### src/rtl/xadc_drp_if.sv
// rtl/xadc_drp_if.sv - XADC DRP port and conversion-status signals
// The sequencer uses the master modport; the XADC (or a model of it) uses the slave modport.
interface xadc_drp_if;
  logic        eoc_in;
  logic [4:0]  channel_in;
  logic        drdy_in;
  logic [15:0] do_in;
  logic        den_out;
  logic        dwe_out;
  logic [6:0]  daddr_out;
  logic [15:0] di_out;

  modport master (
    input  eoc_in, channel_in, drdy_in, do_in,
    output den_out, dwe_out, daddr_out, di_out
  );

  modport slave (
    output eoc_in, channel_in, drdy_in, do_in,
    input  den_out, dwe_out, daddr_out, di_out
  );
endinterface

### src/rtl/xadc_drp_reader.sv
// rtl/xadc_drp_reader.sv - XADC DRP read sequencer with raw sample and boxcar average
// Each qualified end-of-conversion issues one DRP read; results are averaged over 2^AVG_LOG2 samples.
module xadc_drp_reader #(
  parameter logic [4:0] CHANNEL  = 5'd6,
  parameter logic [6:0] DRP_ADDR = 7'h16,
  parameter int         AVG_LOG2 = 4,
  parameter int         TIMEOUT  = 64
) (
  input  logic         dclk_in,
  input  logic         reset_n_in,
  input  logic         en_in,
  xadc_drp_if.master   drp,
  output logic [11:0]  raw_out,
  output logic         raw_valid_out,
  output logic [11:0]  avg_out,
  output logic         avg_valid_out,
  output logic         timeout_out,
  output logic         overrun_out
);
  localparam int ACC_W   = 12 + AVG_LOG2;
  localparam int CNT_W   = AVG_LOG2 + 1;
  localparam int TIMER_W = 10;
  localparam logic [CNT_W-1:0]   CNT_LAST   = CNT_W'((1 << AVG_LOG2) - 1);
  localparam logic [TIMER_W-1:0] TIMER_LAST = TIMER_W'(TIMEOUT - 1);

  typedef enum logic [1:0] {IDLE, REQ, WAIT} state_t;

  state_t             state_q, state_d;
  logic [TIMER_W-1:0] timer_q, timer_d;
  logic [ACC_W-1:0]   acc_q, acc_d;
  logic [CNT_W-1:0]   cnt_q, cnt_d;
  logic [11:0]        raw_q, raw_d, avg_q, avg_d;
  logic               raw_valid_q, raw_valid_d, avg_valid_q, avg_valid_d;
  logic               timeout_q, timeout_d, overrun_q, overrun_d;
  logic               den_q, den_d, drop_q, drop_d;
  logic [6:0]         daddr_q, daddr_d;

  logic               qual;
  logic [11:0]        sample;
  logic [ACC_W-1:0]   sum;
  logic [ACC_W-1:0]   avg_shift;

  assign qual      = drp.eoc_in && (drp.channel_in == CHANNEL);
  assign sample    = drp.do_in[15:4];
  assign sum       = acc_q + ACC_W'(sample);
  assign avg_shift = sum >> AVG_LOG2;

  always_comb begin
    state_d     = state_q;
    timer_d     = timer_q;
    acc_d       = acc_q;
    cnt_d       = cnt_q;
    raw_d       = raw_q;
    avg_d       = avg_q;
    raw_valid_d = 1'b0;
    avg_valid_d = 1'b0;
    timeout_d   = 1'b0;
    overrun_d   = overrun_q;
    den_d       = 1'b0;
    daddr_d     = 7'd0;
    drop_d      = drop_q;

    case (state_q)
      IDLE: begin
        drop_d  = 1'b0;
        timer_d = '0;
        if (en_in && qual) begin
          state_d = REQ;
          den_d   = 1'b1;
          daddr_d = DRP_ADDR;
        end
      end
      REQ: begin
        timer_d = timer_q + TIMER_W'(1);
        state_d = WAIT;
        if (!en_in) drop_d = 1'b1;
      end
      WAIT: begin
        if (!en_in) drop_d = 1'b1;
        // drdy takes priority over an expiring timer on the same edge
        if (drp.drdy_in) begin
          state_d = IDLE;
          if (en_in && !drop_q) begin
            raw_d       = sample;
            raw_valid_d = 1'b1;
            if (cnt_q == CNT_LAST) begin
              avg_d       = avg_shift[11:0];
              avg_valid_d = 1'b1;
              acc_d       = '0;
              cnt_d       = '0;
            end else begin
              acc_d = sum;
              cnt_d = cnt_q + CNT_W'(1);
            end
          end
        end else if (timer_q == TIMER_LAST) begin
          timeout_d = 1'b1;
          state_d   = IDLE;
        end else begin
          timer_d = timer_q + TIMER_W'(1);
        end
      end
      default: state_d = IDLE;
    endcase

    // Disabling wipes the partial average and the overrun flag every cycle it is held
    if (!en_in) begin
      acc_d     = '0;
      cnt_d     = '0;
      overrun_d = 1'b0;
    end else if (qual && state_q != IDLE) begin
      overrun_d = 1'b1;
    end
  end

  always_ff @(posedge dclk_in or negedge reset_n_in) begin
    if (!reset_n_in) begin
      state_q     <= IDLE;
      timer_q     <= '0;
      acc_q       <= '0;
      cnt_q       <= '0;
      raw_q       <= '0;
      avg_q       <= '0;
      raw_valid_q <= 1'b0;
      avg_valid_q <= 1'b0;
      timeout_q   <= 1'b0;
      overrun_q   <= 1'b0;
      den_q       <= 1'b0;
      daddr_q     <= 7'd0;
      drop_q      <= 1'b0;
    end else begin
      state_q     <= state_d;
      timer_q     <= timer_d;
      acc_q       <= acc_d;
      cnt_q       <= cnt_d;
      raw_q       <= raw_d;
      avg_q       <= avg_d;
      raw_valid_q <= raw_valid_d;
      avg_valid_q <= avg_valid_d;
      timeout_q   <= timeout_d;
      overrun_q   <= overrun_d;
      den_q       <= den_d;
      daddr_q     <= daddr_d;
      drop_q      <= drop_d;
    end
  end

  assign drp.den_out   = den_q;
  assign drp.daddr_out = daddr_q;
  assign drp.dwe_out   = 1'b0;
  assign drp.di_out    = 16'h0000;
  assign raw_out       = raw_q;
  assign raw_valid_out = raw_valid_q;
  assign avg_out       = avg_q;
  assign avg_valid_out = avg_valid_q;
  assign timeout_out   = timeout_q;
  assign overrun_out   = overrun_q;
endmodule

### src/flat_wrapper.sv
// flat-port wrapper written by rule: the top's interface ports become plain ports
module xadc_drp_reader_flat 
#(
  parameter logic [4:0] CHANNEL  = 5'd6,
  parameter logic [6:0] DRP_ADDR = 7'h16,
  parameter int         AVG_LOG2 = 4,
  parameter int         TIMEOUT  = 64
)
  (dclk_in, reset_n_in, en_in, raw_out, raw_valid_out, avg_out, avg_valid_out, timeout_out, overrun_out, drp_eoc_in, drp_channel_in, drp_drdy_in, drp_do_in, drp_den_out, drp_dwe_out, drp_daddr_out, drp_di_out);
  xadc_drp_if drp_i ();
  input  logic dclk_in;
  input  logic reset_n_in;
  input  logic en_in;
  output logic [11:0] raw_out;
  output logic raw_valid_out;
  output logic [11:0] avg_out;
  output logic avg_valid_out;
  output logic timeout_out;
  output logic overrun_out;
  input wire logic [$bits(drp_i.eoc_in)-1:0] drp_eoc_in;
  input wire logic [$bits(drp_i.channel_in)-1:0] drp_channel_in;
  input wire logic [$bits(drp_i.drdy_in)-1:0] drp_drdy_in;
  input wire logic [$bits(drp_i.do_in)-1:0] drp_do_in;
  output wire logic [$bits(drp_i.den_out)-1:0] drp_den_out;
  output wire logic [$bits(drp_i.dwe_out)-1:0] drp_dwe_out;
  output wire logic [$bits(drp_i.daddr_out)-1:0] drp_daddr_out;
  output wire logic [$bits(drp_i.di_out)-1:0] drp_di_out;
  assign drp_i.eoc_in = drp_eoc_in;
  assign drp_i.channel_in = drp_channel_in;
  assign drp_i.drdy_in = drp_drdy_in;
  assign drp_i.do_in = drp_do_in;
  assign drp_den_out = drp_i.den_out;
  assign drp_dwe_out = drp_i.dwe_out;
  assign drp_daddr_out = drp_i.daddr_out;
  assign drp_di_out = drp_i.di_out;
  xadc_drp_reader #(.CHANNEL(CHANNEL), .DRP_ADDR(DRP_ADDR), .AVG_LOG2(AVG_LOG2), .TIMEOUT(TIMEOUT)) u_core (.dclk_in(dclk_in), .reset_n_in(reset_n_in), .en_in(en_in), .drp(drp_i), .raw_out(raw_out), .raw_valid_out(raw_valid_out), .avg_out(avg_out), .avg_valid_out(avg_valid_out), .timeout_out(timeout_out), .overrun_out(overrun_out));
endmodule
### config.mk
export PLATFORM = sky130hd
export DESIGN_NAME = xadc_drp_reader_flat
export DESIGN_NICKNAME = d
export VERILOG_FILES = /design/src/rtl/xadc_drp_if.sv /design/src/rtl/xadc_drp_reader.sv /design/src/flat_wrapper.sv
export SDC_FILE = /design/constraint.sdc
export NUM_CORES = 1
export LEC_CHECK = 0
export ABC_AREA = 1
export ABC_CLOCK_PERIOD_IN_PS = 2100
export CELL_PAD_IN_SITES_DETAIL_PLACEMENT = 0
export CELL_PAD_IN_SITES_GLOBAL_PLACEMENT = 2
export CORE_MARGIN = 4
export CORE_UTILIZATION = 29
export DETAILED_ROUTE_END_ITERATION = 8
export PLACE_DENSITY_LB_ADDON = 0.1
export SLEW_MARGIN = 0
export SYNTH_ARGS = -nofsm -noshare
export SYNTH_HDL_FRONTEND = slang
export SYNTH_SLANG_ARGS = --single-unit
### constraint.sdc
create_clock -name dclk_in -period 2.1 [get_ports dclk_in]
set_input_delay 0.315 -clock dclk_in [delete_from_list [all_inputs] [get_ports dclk_in]]
set_output_delay 0.315 -clock dclk_in [all_outputs]
set_load 0.03 [all_outputs]
==> results of run 1 <==
[sequential cells by signal, indices dropped and copies added (netlist names)]
| name | flops |
|---|---|
| u_core.overrun_out | 1 |
| u_core.timeout_out | 1 |
| u_core.avg_out | 12 |
| u_core.acc_q | 16 |
| u_core.state_q | 2 |
| u_core.raw_out | 12 |
| u_core.timer_q | 10 |
| u_core.raw_valid_out | 1 |
| u_core.cnt_q | 5 |
| u_core.drp.daddr_out | 1 |
| u_core.drop_q | 1 |
| u_core.avg_valid_out | 1 |
[logic make-up after synthesis]
logic type / count (synthesis) / synth area share (%)
simple gates: 284 / 33.1
buf+inv: 91 / 12.2
flops: 63 / 41.3
compound gates: 34 / 5.22
fa+ha+maj: 19 / 6.43
xor+xnor: 7 / 1.61
other cells: 1 / 0.0983
[cell type report]
cell class	count	area [sq um]	share of cell area [%]
Clock buffer	12	256	5.25
Inverter	59	221	4.53
Sequential cell	63	1580	32.3
Clock inverter	3	42.5	0.871
Tap cell	172	215	4.41
Multi-Input combinational cell	365	1860	38.1
Timing Repair Buffer	76	711	14.5
[worst max path at each step]
stage / from / end / slack (ns) / cells past startpoint
6_report: drp_do_in[4] / u_core.acc_q[8] / 0.20 / 11
5_1_grt: drp_do_in[4] / u_core.avg_out[8] / 0.02 / 13
4_1_cts: drp_do_in[4] / u_core.avg_out[8] / 0.1 / 13
3_5_place_dp: drp_do_in[4] / u_core.acc_q[12] / -0.23 / 13
3_3_place_gp: drp_do_in[4] / u_core.avg_out[8] / -0.24 / 13
2_1_floorplan: u_core.acc_q[0] / u_core.acc_q[8] / 0.34 / 10
[through the flow]
step	setup TNS (ns)	util [%]	worst slack (ns)	std cells
3_3_place_gp	-2.64	35.8	-0.239	735
5_1_grt	0	38.2	0.0154	750
2_1_floorplan	0	-	0.339	519
3_5_place_dp	-2.38	35.8	-0.234	735
6_report	0	38.2	0.203	750
4_1_cts	0	38.1	0.0998	750
[worst max-delay path: stages]
cell	delay [ns]
clkdlybuf4s50_1	0.49
ha_2	0.18
inv_1	0.05
fa_2	0.35
inv_1	0.08
nand3_1	0.09
nand3_2	0.08
a21oi_1	0.07
or2_2	0.29
nand3_1	0.07
nand2_1	0.05
[routing by layer]
metal	track usage (%)	wire length, um	vias up
met1	17.3	4440	1495
met4	6.23	191	0
met2	21.8	4410	69
li1	-	-	1673
met3	3.55	526	11
met5	0	0	-
[placed cells by master, fill, tap and decap left out, types with 2 or more instances in the layout]
cell type,synthesis,final
nand2_1,193,193
dfrtp_1,63,63
inv_1,54,54
clkdlybuf4s50_1,0,52
nand3_1,41,39
buf_4,26,22
conb_1,1,21
nor2_1,17,17
o21ai_0,17,17
ha_1,18,17
clkbuf_16,0,9
a21oi_1,8,8
nor3_1,6,6
nand3b_1,6,6
inv_2,5,5
nand2_2,5,5
xor2_1,5,5
nand4_1,4,4
nor2_4,3,3
or2_2,3,3
o21ai_2,3,3
nand3_4,2,2
nand3_2,0,2
xnor2_1,2,2
a22o_1,2,2
clkbuf_8,0,2
[where the power goes]
part,internal [mW],switching (mW)
clock network,0.975,0.542
registers,1.39,0.128
logic,0.479,0.821
==> metrics.txt, run 1 <==
fraction of layout cells with a size suffix above 1=11.6%; setup slack, reg-to-reg=0.30 ns; Setup CP Type=primary input to flop; Max Root-Sink Buffers=2; starting density of the core=29.9%; Resized cells post-CTS=0; status=completed; cell with the most instances after synthesis=nand2_1; HPWL Detailed=7.20 mm; Post-Syn Area=3810 sq um; Final Cell Area=4880 sq um; Setup-failing EPs final=0; Worst Tran Pin Value=0.692 ns; post-synthesis sequential area ratio=41.3%; RSZ-0062 raised after global routing=no; pwr dens=888 nW/um^2; htree depth=3; Inserted Diodes=0; Worst Path Max Fanout=2; Pwr Total=4.34 mW; drt via density=4.33; drt drc=0; fin nets=619; die area=15100 sq um; Reg clk slew, reported paths=0.05 ns; routability congestion estimate=0.808; Die Height=123 um; worst min path class=primary input to async pin; vias in the first global route=3270; pin count of the biggest net entering global routing=29; CTS Hold Bufs=0; CTS tree=done; Post-Synthesis Cells=499; reg2reg start=u_core.acc_q[0]; post-layout min period=1.90 ns; dpl cell area=4570 sq um; clk root buf=clkbuf_16; Yosys top cell by area=dfrtp_1; first-pass GRT wire length=15.7 mm; Synth Area per Inst=7.65 sq um; VDD IR max=422 uV; total gr overflow=0; reg-to-reg endpoint=u_core.acc_q[6]; final hold violations=0; area grow syn2layout=28.0%; clk_lat worst skew=0.33 ns; crit share post-route=90.3%; Final Hold Slack=0.0198 ns; number of flops mapped to enable cells by yosys=0; most common flop cell mapped by yosys=dfrtp_1; initial antenna violation count=0; leading post-synthesis cells by cell area=dfrtp_1 (41%), nand2_1 (19%), ha_1 (5.9%); Placeable Area=12800 sq um; synth cell count leaders=nand2_1 (193), dfrtp_1 (63), inv_1 (54); Worst Path Required=2.32 ns; Startpoint Class=primary input; Yosys cell types=35; GRT Overall Usage=13.7%; R2R depth=10; Slew Limit Headroom=53.9%; vias=3248; total leakage power=2.55 nW; Synthesis Warnings=0; DRT antenna net count=0; Yosys reg bits=63; Core Rows=41; Die W=123 um; critical path endpoint category=flop; CTS Buf Count=9; Fmax=527 MHz; Arrival @ worst endpoint=2.12 ns; DRT Pass-1 Iters=4; fillcell total=1329; Synth async-reset ratio=100%; DRT iter0 DRCs=84; # Max-Cap Violations=0; Max Slew Vio Count=0; TritonCTS Sinks=63; post-CTS setup buffer count=0; Routed WL=9.57 mm; DR WL/cell=12.8 um; top-area cell type share of the netlist area=41.3%; Ports=79; I/O Buffers=53; Worst Clk Skew=0.00621 ns
Power figures use the tool's default switching activity.
==> run 2: changes to the inputs <==
--- a/config.mk
+++ b/config.mk
@@ -6,11 +6,12 @@
 export NUM_CORES = 1
 export LEC_CHECK = 0
 export ABC_AREA = 1
-export ABC_CLOCK_PERIOD_IN_PS = 2100
+export ABC_CLOCK_PERIOD_IN_PS = 1500
 export CELL_PAD_IN_SITES_DETAIL_PLACEMENT = 0
 export CELL_PAD_IN_SITES_GLOBAL_PLACEMENT = 2
+export CORE_ASPECT_RATIO = 1.4
 export CORE_MARGIN = 4
-export CORE_UTILIZATION = 29
+export CORE_UTILIZATION = 26
 export DETAILED_ROUTE_END_ITERATION = 8
 export PLACE_DENSITY_LB_ADDON = 0.1
 export SLEW_MARGIN = 0
==> constraint.sdc (replaced) <==
create_clock -name dclk_in -period 1.5 [get_ports dclk_in]
set_input_delay 0.225 -clock dclk_in [delete_from_list [all_inputs] [get_ports dclk_in]]
set_output_delay 0.225 -clock dclk_in [all_outputs]
set_load 0.03 [all_outputs]
==> run 2 against run 1 <==
  * The flow now finishes with violations (negative setup slack)
  * First-iteration DRC count increased by 2.4%
  * Highest routed layer unchanged
  * Global-route usage increased by 0.79 points
  * Final area increased by 19%
  * Critical endpoint is now u_core.avg_out[4]
  * Register-to-register slack got worse by 0.46 ns
  * Count of clock-buffer cells in the layout increased by 1
  * Sequential share of layout area decreased by 5.2 points
  * Setup slack got worse by 0.37 ns
  * Utilization increased by 2.1 points
  * Combinational power increased by 95%
  * Flip-flop and latch count unchanged
==> metrics.txt, run 2 (synthesis gave the netlist of run 1 again) <==
status=finished with violations; violated checks=negative setup slack; post-layout min period=1.66 ns; Worst Clk Skew=0.00929 ns (+0.00308 ns); DR WL/cell=13.8 um (+8.4%); worst min path class=primary input to flop; CTS Buf Count=9 (unchanged); total leakage power=3.10 nW (+22%); Die W=110 um (-10%); drt via density=4.27 (-1.5%); Fmax=601 MHz; Hold Crit Depth=3; HPWL Detailed=8.13 mm (+13%); Levels on crit path=10 (-1); first-pass GRT wire length=18.1 mm (+15%); # Max-Cap Violations=0 (unchanged); Switching Fraction=36.2% (+1.8 points); Worst Path Max Fanout=3 (+1); RSZ-0062 raised after global routing=yes; Final Cell Area=5830 sq um (+19%); Worst Path Required=1.72 ns (-0.60 ns); crit share post-route=111%; routability congestion estimate=0.796 (-1.4%); starting density of the core=26.4% (-3.5 points); area grow syn2layout=52.7%; CP peak stage delay=0.35 ns (-0.14 ns); setup TNS=-1.10 ns (-1.10 ns); CP max stage cell=dfrtp_1; Buf/Inv on CP=2 (-1); R2R depth=10 (unchanged); Pwr Total=6.58 mW (+52%); Sequential cell area=1580 sq um (about the same); Reg clk slew, reported paths=0.06 ns (about the same); Inserted Diodes=0 (unchanged); Placeable Area=14400 sq um (+13%); Routed WL=11.2 mm (+17%); fillcell total=1538 (+16%); Core Rows=52 (+27%); TritonCTS Sinks=63 (unchanged); Die Height=151 um (+23%); Startpoint Class=flop; critical path endpoint category=flop; pin count of the biggest net entering global routing=64 (+120%); dpl cells=785 (+6.8%); area of the multi-input gates=2430 sq um (+31%); drt drc=0 (unchanged); initial antenna violation count=0 (unchanged); vias in the first global route=3577 (+9.4%); dpl cell area=4910 sq um (+7.3%); DRT iter0 DRCs=86 (+2.4%); Ports=79 (unchanged); Setup-failing EPs final=21 (+21); CTS tree=done; power share of the combinational group=38.5% (+8.5 points); fraction of layout cells with a size suffix above 1=35.5% (+24 points); Non-Filler Instances=812 (+8.3%); most frequent cells in the layout=nand2_1 (141), dfrtp_1 (62), buf_4 (58); worst slack at placement=-0.574 ns (-0.340 ns); crit-path leading delay family=adder cells; fin nets=665 (+7.4%); die area=16700 sq um (+11%); Internal=4.20 mW (+48%); pwr dens=1130 nW/um^2 (+27%); htree depth=3 (unchanged); max FFs per register=16 (unchanged); DRT Pass-1 Iters=4 (unchanged); Max Root-Sink Buffers=2 (unchanged); vias=3465 (+6.7%); Setup CP Type=flop to flop; final setup margin=-0.163 ns (-0.366 ns); Arrival @ worst endpoint=1.89 ns (-0.23 ns); Clock power frac=29.6% (-5.4 points); total gr overflow=0 (unchanged); GRT Overall Usage=14.4% (+0.79 points); crit path cell chain=ha_2, inv_2, fa_2, inv_2, nand3_2, nand3_4, a21oi_2, or2_4, nand3_2, nand2_2; Max Slew Vio Count=0 (unchanged); I/O Buffers=53 (unchanged); VDD IR max=576 uV (+37%); clk_lat worst skew=0.33 ns (about the same); Reg with most FFs=u_core.acc_q; leading cell type in the layout, fill and taps excluded=nand2_1; DRT antenna net count=0 (unchanged); clk root buf=clkbuf_16; Reg power frac=31.8% (-3.2 points); NetSw=2.38 mW (+60%); final hold violations=0 (unchanged)
## run 2: changes by cell type in the layout (fill, tap and decap cells not counted), sizes merged
cell and change:
buf +45, dlymetal6s2s +1, bufinv -1, clkinvlp -1, dlygate4sd3 +1, clkbuf +1, dlygate4sd2 +33, clkdlybuf4s50 -34
## run 2: power by group through the flow
stage	sequential, mW	combinational (mW)	clock (mW)
6_report	2.10	2.54	1.95
5_1_grt	2.12	2.79	2.09
4_1_cts	2.09	2.28	2.01
3_5_place_dp	2.11	2.28	0
3_3_place_gp	2.11	2.27	0
2_1_floorplan	2.43	0.931	0
## run 2: final timing paths
kind	start	end	slack, ns
min reg2reg	u_core.raw_out[6]	u_core.raw_out[6]	0.47
max in group asynchronous	reset_n_in	u_core.acc_q[4]	0.73
min	drp_do_in[10]	u_core.raw_out[6]	0.20
max reg2reg	u_core.acc_q[0]	u_core.avg_out[4]	-0.16
min in group asynchronous	reset_n_in	u_core.raw_valid_out	0.46
max	u_core.acc_q[0]	u_core.avg_out[4]	-0.16
## run 2: worst register-to-register path, stage by stage, from the launching register on
cell and delay, ns:
dfrtp_1 0.35, ha_2 0.19, inv_2 0.04, fa_2 0.34, inv_2 0.08, nand3_2 0.08
nand3_4 0.08, a21oi_2 0.06, or2_4 0.24, nand3_2 0.06, nand2_2 0.04
## run 2: stage by stage
step	hold WS [ns]	util, %
6_report	0.196	40.3
5_1_grt	0.242	40.3
4_1_cts	0.324	37.2
3_5_place_dp	0.282	34.0
3_3_place_gp	0.277	34.0
2_1_floorplan	-0.0706	-
## run 2: final cells by class
type,instances,share of cell area (%)
tap,189,4.06
clock buffer,13,4.47
multi-input combinational,365,41.8
sequential,63,27.1
clock inverter,1,0.0859
inverter,59,4.14
timing repair buffer,122,18.4
## run 2: metal layers
metal  vias up  global-route usage, %  share of wire (%)
li1       1760                      -                  -
met1      1647                   15.7                 39
met2        44                   27.2                 56
met3        14                   2.90                3.4
met4         0                   5.11                2.1
met5         -                      0                  0
## run 2: repair_timing
| action | CTS | global route |
|---|---|---|
| pin swaps | 13 | 46 |
| endpoints found under the hold margin | 63 | 0 |
| gates resized for setup | 80 | 111 |
| setup buffers | 0 | 12 |
| hold buffers | 1 | 0 |
| setup endpoints to repair | 63 | 37 |
==> run 3: changes to the inputs <==
--- a/config.mk
+++ b/config.mk
@@ -6,12 +6,12 @@
 export NUM_CORES = 1
 export LEC_CHECK = 0
 export ABC_AREA = 1
-export ABC_CLOCK_PERIOD_IN_PS = 1500
+export ABC_CLOCK_PERIOD_IN_PS = 2000
 export CELL_PAD_IN_SITES_DETAIL_PLACEMENT = 0
 export CELL_PAD_IN_SITES_GLOBAL_PLACEMENT = 2
 export CORE_ASPECT_RATIO = 1.4
 export CORE_MARGIN = 4
-export CORE_UTILIZATION = 26
+export CORE_UTILIZATION = 32
 export DETAILED_ROUTE_END_ITERATION = 8
 export PLACE_DENSITY_LB_ADDON = 0.1
 export SLEW_MARGIN = 0
==> constraint.sdc (replaced) <==
create_clock -name dclk_in -period 2 [get_ports dclk_in]
set_input_delay 0.3 -clock dclk_in [delete_from_list [all_inputs] [get_ports dclk_in]]
set_output_delay 0.3 -clock dclk_in [all_outputs]
set_load 0.03 [all_outputs]
==> run 3 against run 2 <==
  * The run now ends clean
  * Register-to-register slack gained 0.39 ns
  * Count of clock-buffer cells in the layout is the same
  * Clock skew shrank 0.0052 ns
  * Sequential power shrank 24%
  * First-iteration DRC count is the same
  * Cell count shrank 11%
  * Via count shrank 6.8%
  * Flip-flop and latch count is the same
  * Largest cell class unchanged
  * Final area shrank 16%
  * Wire length shrank 13%
==> metrics.txt, run 3 (synthesis gave the netlist of run 1 again) <==
drt drc=0 (unchanged); setup TNS=0 ns (+1.10 ns); Setup-failing EPs final=0 (-100%); die area=13800 sq um (-18%); clk_lat worst skew=0.34 ns (about the same); DRT Pass-1 Iters=4 (unchanged); final setup margin=0.223 ns (+0.385 ns); routability congestion estimate=0.789 (-0.90%); vias in the first global route=3370 (-5.8%); Ports=79 (unchanged); clk root buf=clkbuf_16; Internal=3.03 mW (-28%); CTS Buf Count=9 (unchanged); most frequent cells in the layout=nand2_1 (193), dfrtp_1 (63), inv_1 (53); Reg clk slew, reported paths=0.05 ns (about the same); Die Height=137 um (-9.3%); TritonCTS Sinks=63 (unchanged); Reg with most FFs=u_core.acc_q; final hold violations=0 (unchanged); DRT antenna net count=0 (unchanged); VDD IR max=510 uV (-11%); Clock power frac=35.5% (+5.9 points); pwr dens=945 nW/um^2 (-16%); HPWL Detailed=7.40 mm (-8.9%); post-layout min period=1.78 ns; NetSw=1.57 mW (-34%); Max Root-Sink Buffers=2 (unchanged); worst slack at placement=-0.295 ns (+0.279 ns); Inserted Diodes=0 (unchanged); hold path start=drp_do_in[4]; Final Cell Area=4870 sq um (-16%); I/O Buffers=53 (unchanged); fin nets=620 (-6.8%); Reg power frac=34.6% (+2.8 points); Max Slew Vio Count=0 (unchanged); Startpoint Class=primary input; # Max-Cap Violations=0 (unchanged); Fmax=563 MHz; reg2reg start=u_core.acc_q[0]; Worst Clk Skew=0.00411 ns (-0.00518 ns); fillcell total=1227 (-20%); Setup CP Type=primary input to flop; Pwr Total=4.60 mW (-30%); total leakage power=2.57 nW (-17%); Switching Fraction=34.1% (-2.1 points); Worst Path Required=2.23 ns (+0.51 ns); CTS tree=done; GRT Overall Usage=15.6% (+1.2 points); starting density of the core=33.1% (+6.7 points); area grow syn2layout=27.6%; Arrival @ worst endpoint=2.00 ns (+0.11 ns); Core Rows=46 (-12%); dpl cells=706 (-10%); Placeable Area=11500 sq um (-20%); drt via density=4.46 (+4.6%); power share of the combinational group=30.0% (-8.5 points); total gr overflow=0 (unchanged); htree depth=3 (unchanged); vias=3231 (-6.8%); Routed WL=9.79 mm (-13%); RSZ-0062 raised after global routing=no; Worst Path Max Fanout=6 (+3); initial antenna violation count=0 (unchanged); worst min path class=primary input to flop; Non-Filler Instances=724 (-11%); critical path endpoint category=flop; Die W=100 um (-9.1%); fraction of layout cells with a size suffix above 1=11.7% (-24 points); DR WL/cell=13.5 um (-2.2%); first-pass GRT wire length=16.6 mm (-8.3%); status=completed; DRT iter0 DRCs=86 (unchanged); max FFs per register=16 (unchanged); Critical Path Source=drp_do_in[7]; dpl cell area=4530 sq um (-7.7%); leading cell type in the layout, fill and taps excluded=nand2_1; crit share post-route=88.9%; pin count of the biggest net entering global routing=64 (unchanged)
## run 3: changes by cell type in the layout (fill, tap and decap cells not counted), sizes merged
cell / previous run / this run
dlygate4sd2: 33 / 0
buf: 69 / 24
bufinv: 0 / 1
clkdlybuf4s50: 18 / 51
clkinv: 1 / 2
## run 3: worst max-delay path: stages
cell             delay (ns)
clkdlybuf4s50_1        0.43
ha_1                   0.38
nand2_1                0.12
nand2_1                0.05
nand2_1                0.05
nand3_1                0.20
or2_2                  0.35
nand3_1                0.08
nand2_1                0.05
## run 3: power by group through the flow
stage          clock network (mW)  registers [mW]  logic (mW)
2_1_floorplan                   0            1.82       0.688
3_5_place_dp                    0            1.61        1.40
6_report                     1.63            1.59        1.38
4_1_cts                      1.68            1.59        1.41
5_1_grt                      1.75            1.62        1.54
3_3_place_gp                    0            1.61        1.40
## run 3: through the flow
stage	util, %	hold WS, ns
floorplan	-	0.00441
global placement	39.3	0.351
detailed placement	39.3	0.349
CTS	42.1	0.480
global route	42.3	0.256
finish	42.3	0.249
## run 3: routing by layer
layer	track usage [%]	routed length, um
met1	17.2	3960
met2	28.1	5180
met3	3.19	298
met4	8.01	348
met5	0	0
## run 3: worst paths after layout
check,endpoint,slack [ns],cells past startpoint
setup / recovery,u_core.acc_q[6],0.22,9
hold / removal,u_core.raw_out[0],0.25,3
setup reg to reg,u_core.avg_out[4],0.23,10
hold reg to reg,u_core.avg_out[9],0.48,2
max in group asynchronous,u_core.overrun_out,1.20,3
min in group asynchronous,u_core.raw_out[6],0.51,3
## run 3: cell type report
type | count | area [sq um] | area share, %
multi-input cells | 365 | 1860 | 38.1
flip-flops and latches | 63 | 1580 | 32.4
repair buffers | 77 | 723 | 14.9
clock buffers | 13 | 270 | 5.55
inverters | 59 | 221 | 4.55
well taps | 144 | 180 | 3.70
clock inverters | 3 | 40.0 | 0.822
## run 3: timing repair
action,in CTS,in global routing
setup buffers,0,1
endpoints found under the setup margin,0,10
gates resized for setup,0,5
hold buffers,1,0
hold endpoints to repair,25,0
==> patch, RTL diff (config.mk and constraints of run 1) <==
Compare `cnt_q` against `CNT_LAST` with >= in place of ==.
--- a/src/rtl/xadc_drp_reader.sv
+++ b/src/rtl/xadc_drp_reader.sv
@@ -83,7 +83,7 @@
           if (en_in && !drop_q) begin
             raw_d       = sample;
             raw_valid_d = 1'b1;
-            if (cnt_q == CNT_LAST) begin
+            if (cnt_q >= CNT_LAST) begin
               avg_d       = avg_shift[11:0];
               avg_valid_d = 1'b1;
               acc_d       = '0;
Check against the original RTL: no difference found for any inputs over 10 cycles, from zero or initial values and one cycle with reset_n_in low; that may be too few to reach the edited logic, so the function may still have changed.
==> patch against run 1 <==
  * The run now ends with negative hold slack left
  * Routed wire length down 1.5%
  * Critical path depth unchanged
  * Area after synthesis down 1.2%
  * Clock skew up 2.0 ps
  * Fmax down 2.6%
  * Total power down 3.7%
  * Setup slack worse by 50 ps
  * Sequential power down 3%
  * Register-to-register slack worse by 20 ps
  * Cell area down 1.7%
  * Sequential cell count unchanged
  * Highest routed layer unchanged
==> patch: results (changes against run 1) <==
stage,metric,value,unit,change
run_status,outcome,"finished, violations left",,"was complete, no violations"
run_status,failing checks,negative hold slack,,
layout,Final nets,617,,was 619
route,final wirelength,9420,microns,was 9570 microns
logic_synthesis,Post-synth top flop,dfrtp_1,,unchanged
route,Via Count,3207,,was 3248
global_routing,vias in the first global route,3122,,was 3270
critical_path,RR Endpoint,u_core.avg_out[4]$_DFFE_PN0P_,,was u_core.acc_q[6]$_DFFE_PN0P_
global_routing,first-pass GRT wire length,15700,microns,about the same
placed_design,Port Buf Inserts,53,,unchanged
global_routing,initial antenna violation count,0,,unchanged
global_routing,pin count of the biggest net entering global routing,64,,was 29
layout,layout cells sized above 1,9.38,%,was 11.6%
logic_synthesis,Unique masters post-synth,35,,unchanged
critical_path,Critical Path Source,drp_do_in[4],,unchanged
sta,hold slack final,-11.8,ps,was 19.8 ps
layout,diodes inserted,0,,unchanged
placed_design,dpl cells,730,,was 735
route,vias per cell,4.29,,was 4.33
global_routing,gr usage total,13.8,%,was 13.7%
sta,Clock Skews,8.26,ps,was 6.21 ps
logic_synthesis,Commonest cells post-synth,"195 x nand2_1, 63 x dfrtp_1, 54 x inv_1",,"was 193 x nand2_1, 63 x dfrtp_1, 54 x inv_1"
placed_design,RePlAce Congestion,0.768,,was 0.808
layout,Biggest register,u_core.acc_q,,unchanged
critical_path,CP max FO,3,,was 2
sta,fin crit share,92.7,%,was 90.3%
clock_tree,CTS max path bufs,2,,unchanged
critical_path,"Arr. time, crit path",2170,ps,was 2120 ps
logic_synthesis,sequential share of the synthesized area,41.8,%,was 41.3%
clock_tree,Clock Tree Root,clkbuf_16,,unchanged
critical_path,RR Startpoint,u_core.acc_q[0]$_DFFE_PN0P_,,unchanged
route,Iter 0 DRT Violations,150,,was 84
layout,number of flip-flops under the largest register name,16,,unchanged
critical_path,"Slowest-stage cell, CP",clkdlybuf4s50_1,,unchanged
placed_design,dpl hpwl,6830,microns,was 7200 microns
min_path,hold crit path type,input port to async pin,,unchanged
critical_path,Max stage delay on crit path,480,ps,
clock_tree,worst skew pair latency,340,ps,
route,drt pass-1 iters,4,,unchanged
power_and_ir_drop,Lkg Pwr,2.51,nW,was 2.55 nW
power_and_ir_drop,maximum VDD drop,409,uV,was 422 uV
clock_tree,CTS Buf Count,9,,unchanged
logic_synthesis,top post-synthesis cells by area,"dfrtp_1 42%, nand2_1 19%, ha_1 6.3%, nand3_1 5.7%, inv_1 5.4%",,"was dfrtp_1 41%, nand2_1 19%, ha_1 5.9%, nand3_1 5.4%, inv_1 5.3%"
logic_synthesis,Post-Syn Instances,501,,was 499
layout,number of fill cells in the layout,1376,,was 1329
sta,final hold vios,6,,was 0
clock_tree,Worst-path clk slew,50,ps,about the same
critical_path,Worst setup endpoint,u_core.avg_out[4]$_DFFE_PN0P_,,was u_core.acc_q[8]$_DFFE_PN0P_
critical_path,r2r setup slk,280,ps,was 300 ps
placed_design,pre-CTS setup slack,-285,ps,was -234 ps
==> patch: cell families (layout without fill, tap and decap cells) <==
family	count (synthesis)	in the layout	synth area share [%]
AND/OR/NAND/NOR	288	288	32.5
XOR/XNOR	4	4	0.930
adder cells (fa/ha/maj)	20	20	6.84
other	1	21	0.0995
AO/OA/AOI/OAI	35	35	5.61
flip-flops	63	63	41.8
buffers and inverters	90	145	12.1
==> patch: per-layer routing <==
layer | part of all wire, % | global-route usage [%] | vias to the layer above
li1 | - | - | 1672
met1 | 49 | 17.9 | 1463
met2 | 45 | 22.2 | 60
met3 | 4.5 | 2.88 | 12
met4 | 2.0 | 6.09 | 0
met5 | 0 | 0 | -
==> patch: how the worst min path moves through the flow <==
stage	to	from	slack, ps	cells after the start
after global placement	u_core.raw_out[0]$_DFFE_PN0P_	reset_n_in	370	2
after floorplan	u_core.acc_q[0]$_DFFE_PN0P_	reset_n_in	20	0
after CTS	u_core.raw_out[0]$_DFFE_PN0P_	reset_n_in	4	2
after detailed placement	u_core.raw_out[0]$_DFFE_PN0P_	reset_n_in	370	2
final	u_core.raw_out[3]$_DFFE_PN0P_	reset_n_in	-10	2
after global routing	u_core.raw_out[3]$_DFFE_PN0P_	reset_n_in	30	2
==> patch: per-stage QoR <==
step | cell area, sq um | TNS [ps] | hold WS, ps
2_1_floorplan | 3840 | 0 | 19.4
3_3_place_gp | 4510 | -2680 | 370
3_5_place_dp | 4510 | -2750 | 368
4_1_cts | 4760 | 0 | 4.30
5_1_grt | 4800 | 0 | 28.1
6_report | 4800 | 0 | -11.8
==> patch: layout make-up <==
class,count,share of cell area (%)
Timing Repair Buffer,72,15.0
Tap cell,172,4.48
Clock buffer,15,5.16
Clock inverter,1,0.104
Inverter,57,4.54
Sequential cell,63,32.8
Multi-Input combinational cell,368,37.9
==> patch: where the power goes <==
group / internal, W / switching (W)
Combinational: 0.000512 / 0.000846
Sequential: 0.00139 / 0.0000953
Clock: 0.000799 / 0.000535
==> patch: worst reg2reg max path, delay by kind of cell, from the launching register on <==
family,cells,cell delay [ps]
buffers and inverters,2,140
DFF,1,340
and+or+nand+nor,5,600
AOI/OAI and AO/OA,1,80
adders and majority gates,2,550
==> patch: repair_timing <==
action | CTS | global route
setup endpoints to repair | 0 | 16
gates resized for setup | 0 | 3
setup buffers | 0 | 2
